--- src/rtl/exec_stage.sv ---
// Execute stage: ALU, NZCV flag register, condition check and iterative MUL/MOD unit.
// Latency: ADD/SUB/AND/ORR/MOV give their result in the same cycle; MUL/MOD take WIDTH+1 stall cycles, then a DONE cycle.
// Backpressure: stallE holds IF/ID and ID/EX while MUL/MOD runs; writes toward EX/MEM are suppressed while stalled.
module exec_stage #(
   parameter int WIDTH = 32
) (
   input  logic             clk,
   input  logic             rst,
   input  logic             PCSrcE,
   input  logic             RegWriteE,
   input  logic             MemtoRegE,
   input  logic             MemWriteE,
   input  logic [2:0]       ALUControlE,
   input  logic             ALUSrcE,
   input  logic [1:0]       FlagWriteE,
   input  logic [3:0]       condE,
   input  logic [3:0]       WA3E,
   input  logic [WIDTH-1:0] rd1E,
   input  logic [WIDTH-1:0] rd2E,
   input  logic [WIDTH-1:0] ExtImmE,
   output logic [WIDTH-1:0] ALUResultM,
   output logic [WIDTH-1:0] WriteDataM,
   output logic [3:0]       WA3M,
   output logic             RegWriteM,
   output logic             MemWriteM,
   output logic             MemtoRegM,
   output logic             PCSrcM,
   output logic             stallE,
   output logic [3:0]       FlagsE
);

   localparam int CW = (WIDTH > 1) ? $clog2(WIDTH) : 1;

   localparam logic [2:0] OP_ADD = 3'b000;
   localparam logic [2:0] OP_SUB = 3'b001;
   localparam logic [2:0] OP_AND = 3'b010;
   localparam logic [2:0] OP_ORR = 3'b011;
   localparam logic [2:0] OP_MOV = 3'b100;
   localparam logic [2:0] OP_MUL = 3'b101;
   localparam logic [2:0] OP_MOD = 3'b110;

   typedef enum logic [1:0] {
      IDLE = 2'b00,
      BUSY = 2'b01,
      DONE = 2'b10
   } state_t;

   state_t            state, state_nx;
   logic [CW-1:0]     cnt;
   logic [3:0]        flags;        // {N,Z,C,V}
   logic              cond_ex;
   logic              is_multi;
   logic              issue;

   // single-cycle ALU
   logic [WIDTH-1:0]  src_b;
   logic [WIDTH:0]    sum_add;
   logic [WIDTH:0]    sum_sub;
   logic [WIDTH-1:0]  alu_res;
   logic              alu_c;
   logic              alu_v;
   logic              alu_cv_en;

   // iterative unit: acc is the MUL accumulator or the MOD partial remainder,
   // sa is the shifting multiplicand or dividend, sb the multiplier or divisor
   logic [WIDTH:0]    acc;
   logic [WIDTH-1:0]  sa;
   logic [WIDTH-1:0]  sb;
   logic              op_mod;
   logic [WIDTH:0]    mul_sum;
   logic [WIDTH:0]    rem_sh;
   logic              rem_ge;

   logic              flag_we_nz;
   logic              flag_we_cv;

   assign FlagsE   = flags;
   assign src_b    = ALUSrcE ? ExtImmE : rd2E;
   assign is_multi = (ALUControlE == OP_MUL) || (ALUControlE == OP_MOD);
   assign sum_add  = {1'b0, rd1E} + {1'b0, src_b};
   assign sum_sub  = {1'b0, rd1E} - {1'b0, src_b};

   // condition decode against the current flag register
   always_comb begin
      cond_ex = 1'b0;
      case (condE)
         4'b0000: cond_ex = flags[2];
         4'b0001: cond_ex = ~flags[2];
         4'b0010: cond_ex = flags[1];
         4'b0011: cond_ex = ~flags[1];
         4'b0100: cond_ex = flags[3];
         4'b0101: cond_ex = ~flags[3];
         4'b1010: cond_ex = (flags[3] == flags[0]);
         4'b1011: cond_ex = (flags[3] != flags[0]);
         4'b1100: cond_ex = ~flags[2] & (flags[3] == flags[0]);
         4'b1101: cond_ex = flags[2] | (flags[3] != flags[0]);
         4'b1110: cond_ex = 1'b1;
         default: cond_ex = 1'b0;
      endcase
   end

   // single-cycle result and carry/overflow; MUL/MOD/reserved fall back to ADD here
   always_comb begin
      alu_res   = sum_add[WIDTH-1:0];
      alu_c     = sum_add[WIDTH];
      alu_v     = (rd1E[WIDTH-1] == src_b[WIDTH-1]) && (sum_add[WIDTH-1] != rd1E[WIDTH-1]);
      alu_cv_en = 1'b1;
      case (ALUControlE)
         OP_SUB: begin
            alu_res = sum_sub[WIDTH-1:0];
            alu_c   = ~sum_sub[WIDTH];
            alu_v   = (rd1E[WIDTH-1] != src_b[WIDTH-1]) && (sum_sub[WIDTH-1] != rd1E[WIDTH-1]);
         end
         OP_AND: begin
            alu_res   = rd1E & src_b;
            alu_cv_en = 1'b0;
         end
         OP_ORR: begin
            alu_res   = rd1E | src_b;
            alu_cv_en = 1'b0;
         end
         OP_MOV: begin
            alu_res   = src_b;
            alu_cv_en = 1'b0;
         end
         default: ;
      endcase
   end

   // one iteration of shift-add multiply / restoring remainder
   assign mul_sum = acc + {1'b0, sa};
   assign rem_sh  = {acc[WIDTH-1:0], sa[WIDTH-1]};
   assign rem_ge  = (rem_sh >= {1'b0, sb});

   // state register
   always_ff @(posedge clk) begin
      if (rst) state <= IDLE;
      else     state <= state_nx;
   end

   // next state, stall and issue decode
   always_comb begin
      state_nx = state;
      stallE   = 1'b0;
      issue    = 1'b0;
      case (state)
         IDLE: begin
            if (is_multi && cond_ex) begin
               issue    = 1'b1;
               stallE   = 1'b1;
               state_nx = BUSY;
            end
         end
         BUSY: begin
            stallE = 1'b1;
            if (cnt == '0) state_nx = DONE;
         end
         DONE:    state_nx = IDLE;
         default: state_nx = IDLE;
      endcase
   end

   // operand latch on issue, then one iteration per BUSY cycle
   always_ff @(posedge clk) begin
      if (rst) begin
         cnt    <= '0;
         acc    <= '0;
         sa     <= '0;
         sb     <= '0;
         op_mod <= 1'b0;
      end else if (issue) begin
         cnt    <= CW'(WIDTH - 1);
         acc    <= '0;
         sa     <= rd1E;
         sb     <= src_b;
         op_mod <= (ALUControlE == OP_MOD);
      end else if (state == BUSY) begin
         if (cnt != '0) cnt <= cnt - 1'b1;
         if (op_mod) begin
            sa  <= sa << 1;
            acc <= rem_ge ? (rem_sh - {1'b0, sb}) : rem_sh;
         end else begin
            if (sb[0]) acc <= mul_sum;
            sa <= sa << 1;
            sb <= sb >> 1;
         end
      end
   end

   // the latched product/remainder is presented only in DONE
   assign ALUResultM = (state == DONE) ? acc[WIDTH-1:0] : alu_res;

   // N,Z follow any completing op; C,V only from single-cycle arithmetic
   assign flag_we_nz = cond_ex && FlagWriteE[1] &&
                       (((state == IDLE) && !is_multi) || (state == DONE));
   assign flag_we_cv = cond_ex && FlagWriteE[0] && alu_cv_en &&
                       (state == IDLE) && !is_multi;

   // NZCV flag register
   always_ff @(posedge clk) begin
      if (rst) begin
         flags <= 4'b0000;
      end else begin
         if (flag_we_nz) begin
            flags[3] <= ALUResultM[WIDTH-1];
            flags[2] <= (ALUResultM == '0);
         end
         if (flag_we_cv) begin
            flags[1] <= alu_c;
            flags[0] <= alu_v;
         end
      end
   end

   assign WriteDataM = rd2E;
   assign WA3M       = WA3E;
   assign MemtoRegM  = MemtoRegE;
   assign RegWriteM  = RegWriteE & cond_ex & ~stallE;
   assign MemWriteM  = MemWriteE & cond_ex & ~stallE;
   assign PCSrcM     = PCSrcE    & cond_ex & ~stallE;

endmodule

--- config.mk ---
export PLATFORM = sky130hd
export DESIGN_NAME = exec_stage
export DESIGN_NICKNAME = d
export VERILOG_FILES = /design/src/rtl/exec_stage.sv
export SDC_FILE = /design/constraint.sdc
export NUM_CORES = 1
export LEC_CHECK = 0
export BUFFER_PORTS_ARGS = -buffer_cell sky130_fd_sc_hd__buf_2
export CAP_MARGIN = 20
export CORE_ASPECT_RATIO = 2
export CORE_MARGIN = 1
export CORE_UTILIZATION = 55
export DETAILED_ROUTE_END_ITERATION = 8
export PLACE_DENSITY = 0.85
export SLEW_MARGIN = 20
export SYNTH_ARGS = -nofsm -noshare
export SYNTH_HDL_FRONTEND = slang
export SYNTH_SLANG_ARGS = --single-unit
export TNS_END_PERCENT = 10
--- constraint.sdc ---
create_clock -name clk -period 6.8 [get_ports clk]
set_input_delay 1.02 -clock clk [delete_from_list [all_inputs] [get_ports clk]]
set_output_delay 1.02 -clock clk [all_outputs]
set_load 0.005 [all_outputs]
After elaboration in Yosys (flattened, before gate mapping)
Cells that the tools add are included.
{"block": "classes", "n_addsub": 5, "n_lt_le_gt_ge": 1, "eq_ne": 27, "muxes": 24, "bitwise": 15, "n_reduce_logical": 27}
{"operator": "32-bit 2-to-1 mux", "n": 7}
{"operator": "32-bit case mux with 4 select lines", "n": 1}
{"operator": "33-bit 2-to-1 mux", "n": 3}
{"operator": "32-bit by 32-bit adder with 33-bit output", "n": 1}
{"operator": "33-bit by 32-bit adder with 33-bit output", "n": 1}
{"operator": "33-bit by 32-bit greater-or-equal comparator with 1-bit output", "n": 1}
{"operator": "32-bit by 32-bit subtractor with 33-bit output", "n": 1}
{"operator": "33-bit by 32-bit subtractor with 33-bit output", "n": 1}
{"operator": "32-bit bitwise AND", "n": 1}
{"operator": "32-bit logical NOT", "n": 1}
{"operator": "32-bit bitwise OR", "n": 1}
{"operator": "4-bit == test, second input constant", "n": 5}
{"operator": "5-bit 2-to-1 mux", "n": 3}
{"operator": "1-bit case mux with 11 select lines", "n": 1}
{"operator": "1-bit logical AND", "n": 10}
{"operator": "3-bit == test, second input constant", "n": 3}
{"operator": "4-bit by 2-bit == test with 1-bit output, second input constant", "n": 2}
{"operator": "4-bit by 3-bit == test with 1-bit output, second input constant", "n": 2}
{"operator": "2-bit AND reduction", "n": 4}
{"operator": "1-bit bitwise AND", "n": 7}
{"operator": "3-bit by 2-bit == test with 1-bit output, second input constant", "n": 2}
{"operator": "2-bit inequality test, second input constant", "n": 3}
{"operator": "2-bit nonzero test", "n": 3}
{"operator": "5-bit logical NOT", "n": 1}
{"operator": "20 further kinds", "n": 34}
{"block": "totals", "reg_bits": 109, "input_bits": 116, "out_inout_bits": 77, "elab_cells": 107}

Longest topological paths before layout
{"block": "depth", "word_depth": 8, "ltp_mapped": 19, "ltp_nobuf": 17}

Least setup slack after synthesis
No wires, ideal clock.
{"block": "synth_path", "path_kind": "in2out", "start": "input ALUSrcE", "end": "output ALUResultM[30]", "arrival_time_ps": 5334, "required_ps": 5780, "path_slack_ps": 446, "cell_stages": 16, "n_path_buf": 4, "cell_sequence": "clkbuf_1 -> buf_2 -> buf_1 -> buf_1 -> mux2i_1 -> ha_1 -> nor4_1 -> o21ai_0 -> a41oi_1 -> nor3_1 -> o21ai_0 -> a221oi_1 -> o31ai_1 -> xnor2_1 -> o221ai_1 -> o21a_1"}
{"block": "synth_between", "elab_chain_len": 4, "elab_cells_between_ends": 7, "cone_classes": "add/sub (2); mux (3); bitwise (2)"}
{"item": "from (decl)", "line_no": "14", "source": "input logic ALUSrcE,"}
{"item": "32-bit 2-to-1 mux *", "line_no": "78", "source": "assign src_b = ALUSrcE ? ExtImmE : rd2E;"}
{"item": "32-bit by 32-bit adder with 33-bit output, or another cell as far along", "line_no": "80", "source": "assign sum_add = {1'b0, rd1E} + {1'b0, src_b};"}
{"item": "32-bit case mux with 4 select lines *", "line_no": "108", "source": "case (ALUControlE)"}
{"item": "32-bit 2-to-1 mux *", "line_no": "191", "source": "assign ALUResultM = (state == DONE) ? acc[WIDTH-1:0] : alu_res;"}
{"item": "to (decl)", "line_no": "21", "source": "output logic [WIDTH-1:0] ALUResultM,"}
Mark *: on every way between the ends. The rest lies on a longest branch, timed or not.

Worst setup path after layout
Ends and elaborated chain as after synthesis.

==> impl_metrics.toml <==
[global_routing]
antenna_found_initial = 1
grt_pass1_wl_um = 92000
grt_max_degree = 78
grt_pass1_vias = 16400
grt_usage_pct = 44.0
grt-ovfl-total = 0

[run]
cap_violations = 0

[synthesis]
synth_ff_type = "dfxtp_1"
syn_inst = 2069
synth_area_leaders = "ha_1, dfxtp_1, a21oi_1"
ys_warn_count = 0
avgSynthCellArea_um2 = 7.07
synth_seq_area_share_pct = 14.8
ys_async_sr_fraction_pct = 0
yosysTopAreaCell = "ha_1"
synth.distinct_cells = 80
synth_top_area_share_pct = 15.2
synth_nets = 2367
ys_ff_latch = 108
netlist_area_um2 = 14600
synth_edf_count = 0

[sta]
relSlewSlack_pct = 22.1
fmax_mhz = 153
period_needed_ns = 6.52
fin_skew_ns = 0.0160
worstMarginPinSlew_ns = 1.16
rsz0062_at_grt = "false"
finalSetupViolations = 0
fin_setup_tns_ns = 0
setup_slack_ns = 0.280
min_period_over_period_pct = 95.9
finalMaxSlewViolations = 0
final_hold_viol_count = 0

[critical_path]
crit_path_end_kind = "output port"
critPathArrivalTime_ns = 5.50
critPathRequiredTime_ns = 5.78
r2r_cells = 15
critPathMaxFanout = 20
startpoint_type = "input pin"
crit_type = "in2out"

[clock_network]
post-cts-setup-buffers = 0
h-tree-depth = 3
cts_sinks = 108
cts_tree = "built"
cts_buffers = 9
worstSkewPairLatency_ns = 0.38
clk_path_buf_depth = 2
cts-root-buf = "clkbuf_16"
cts_hold_buf = 0
path_clk_slew_ns = 0.09
cts_resized = 0

[cells_and_area]
design_area_um2 = 16100
final_common_cell = "nor2_1"
layout_common_cells = "nor2_1, a21oi_1, buf_2"
layout-drive-gt1-share_pct = 13.4
area_growth_pct = 9.87
fin_nets = 2471

[placement]
placed_cell_area_um2 = 15700
routabilityCongestion = 1.07
pre_cts_slack_ns = 0.409
dp_hpwl_um = 48100
portBuffers = 182

[route]
wirelength_um = 60800
drc = 0
via_per_inst = 6.62
wl_per_cell_um = 24.1
final_antenna_net_count = 0
drt_first_pass_iters = 5
drt-initial-drc-count = 1696
via_count = 16700

[worst_hold_path]
hold_path_class = "reg2reg"
holdPathStages = 2

[power_and_ir_drop]
power_density_nw_per_um2 = 169
fin_total_pwr_mw = 2.71
leakage_nw = 7.24
peakVddDrop_v = 0.000131

[status]
status = "finished clean"

[die]
core_area_um2 = 26200
initial_core_util_pct = 55.9
die_w_um = 117
placementRows = 84
die_h_um = 233
io_pins = 193
die_area_um2 = 27300
[per-stage QoR]
stage | utilization, % | std cells | hold slack (ns)
2_1_floorplan | - | 2069 | 0.465
3_3_place_gp | 60.1 | 2506 | 0.486
3_5_place_dp | 60.1 | 2506 | 0.491
4_1_cts | 61.4 | 2522 | 0.503
5_1_grt | 61.4 | 2522 | 0.523
6_report | 61.4 | 2523 | 0.509
[critical path, cell delays in order]
cell      delay, ns
buf_2          0.09
buf_4          0.26
buf_4          0.46
mux2i_1        0.85
ha_1           0.29
inv_1          0.13
a211oi_1       0.26
a22oi_1        0.17
a311oi_1       0.37
o21ai_0        0.22
a221oi_1       0.47
o31ai_1        0.16
xnor2_1        0.16
o221ai_1       0.19
o21a_1         0.21
buf_2          0.13
[flip-flops by register name (all words and copies together) (netlist names)]
| name | cells |
|---|---|
| acc | 32 |
| op_mod | 1 |
| sa | 32 |
| FlagsE | 4 |
| cnt | 5 |
| sb | 32 |
| state | 2 |
[cell families (layout without fill, tap and decap cells)]
kind of cell               count (synthesis)  in the layout  synth area share [%]
buffers and inverters                    303            412                  8.82
xor gates and xnor gates                  98             98                  5.87
AOI/OAI and AO/OA                        698            698                  31.3
muxes                                     48             48                  3.28
and+or+nand+nor                          632            632                  20.1
DFF                                      108            108                  14.8
other                                      0              1                     0
adders and majority gates                182            182                  15.8
[metal layers]
layer	global-route usage, %	wire [µm]
met3	7.77	4720
met1	44.4	20600
met4	45.9	7120
met5	0	0
met2	74.2	28400
[power by group]
group	switching [mW]	internal (mW)	leakage [nW]	total [mW]
clock	0.294	0.335	0.167	0.628
combinational	0.881	0.517	6.19	1.40
sequential	0.0294	0.657	0.875	0.687
total	1.20	1.51	7.24	2.71
[Yosys cell counts, types with 8 or more instances]
cell,n
and3_1,12
xnor2_1,68
o21a_1,11
a221oi_1,16
nand4_1,10
o211ai_1,22
clkbuf_1,90
o31ai_1,18
buf_1,10
nor2b_1,26
or3_1,11
o221ai_1,19
o2111ai_1,9
dfxtp_1,108
buf_4,38
a31o_2,9
o21bai_1,8
ha_1,178
a31oi_1,20
a21oi_1,206
a311oi_1,34
o21ai_0,130
nand3_1,33
nor2_1,235
o22ai_1,16
mux2i_1,48
nand2_1,172
inv_1,156
xor2_1,30
a211oi_1,57
nor4_1,15
nand2b_1,33
nor3_1,36
a21o_1,44
[final timing paths]
check | start | endpoint | slack (ns)
worst max-delay path | ALUSrcE | ALUResultM[30] | 0.28
worst min register to register | sa[0]$_SDFFE_PP0N_ | sa[0]$_SDFFE_PP0N_ | 0.51
worst max register to register | sa[31]$_SDFFE_PP0N_ | acc[30]$_SDFFE_PP0P_ | 1.87
worst min-delay path | sa[0]$_SDFFE_PP0N_ | sa[0]$_SDFFE_PP0N_ | 0.51
[area by class of cell]
cell class / instances / area, µm²
diodes: 1 / 2.50
clock buffers: 9 / 225
clock inverters: 7 / 116
fillers: 2446 / 10100
inverters: 157 / 589
multi-input cells: 1658 / 11200
flip-flops and latches: 108 / 2160
well taps: 344 / 430
repair buffers: 239 / 1340
Note: power is estimated with default switching activity, not from simulation.
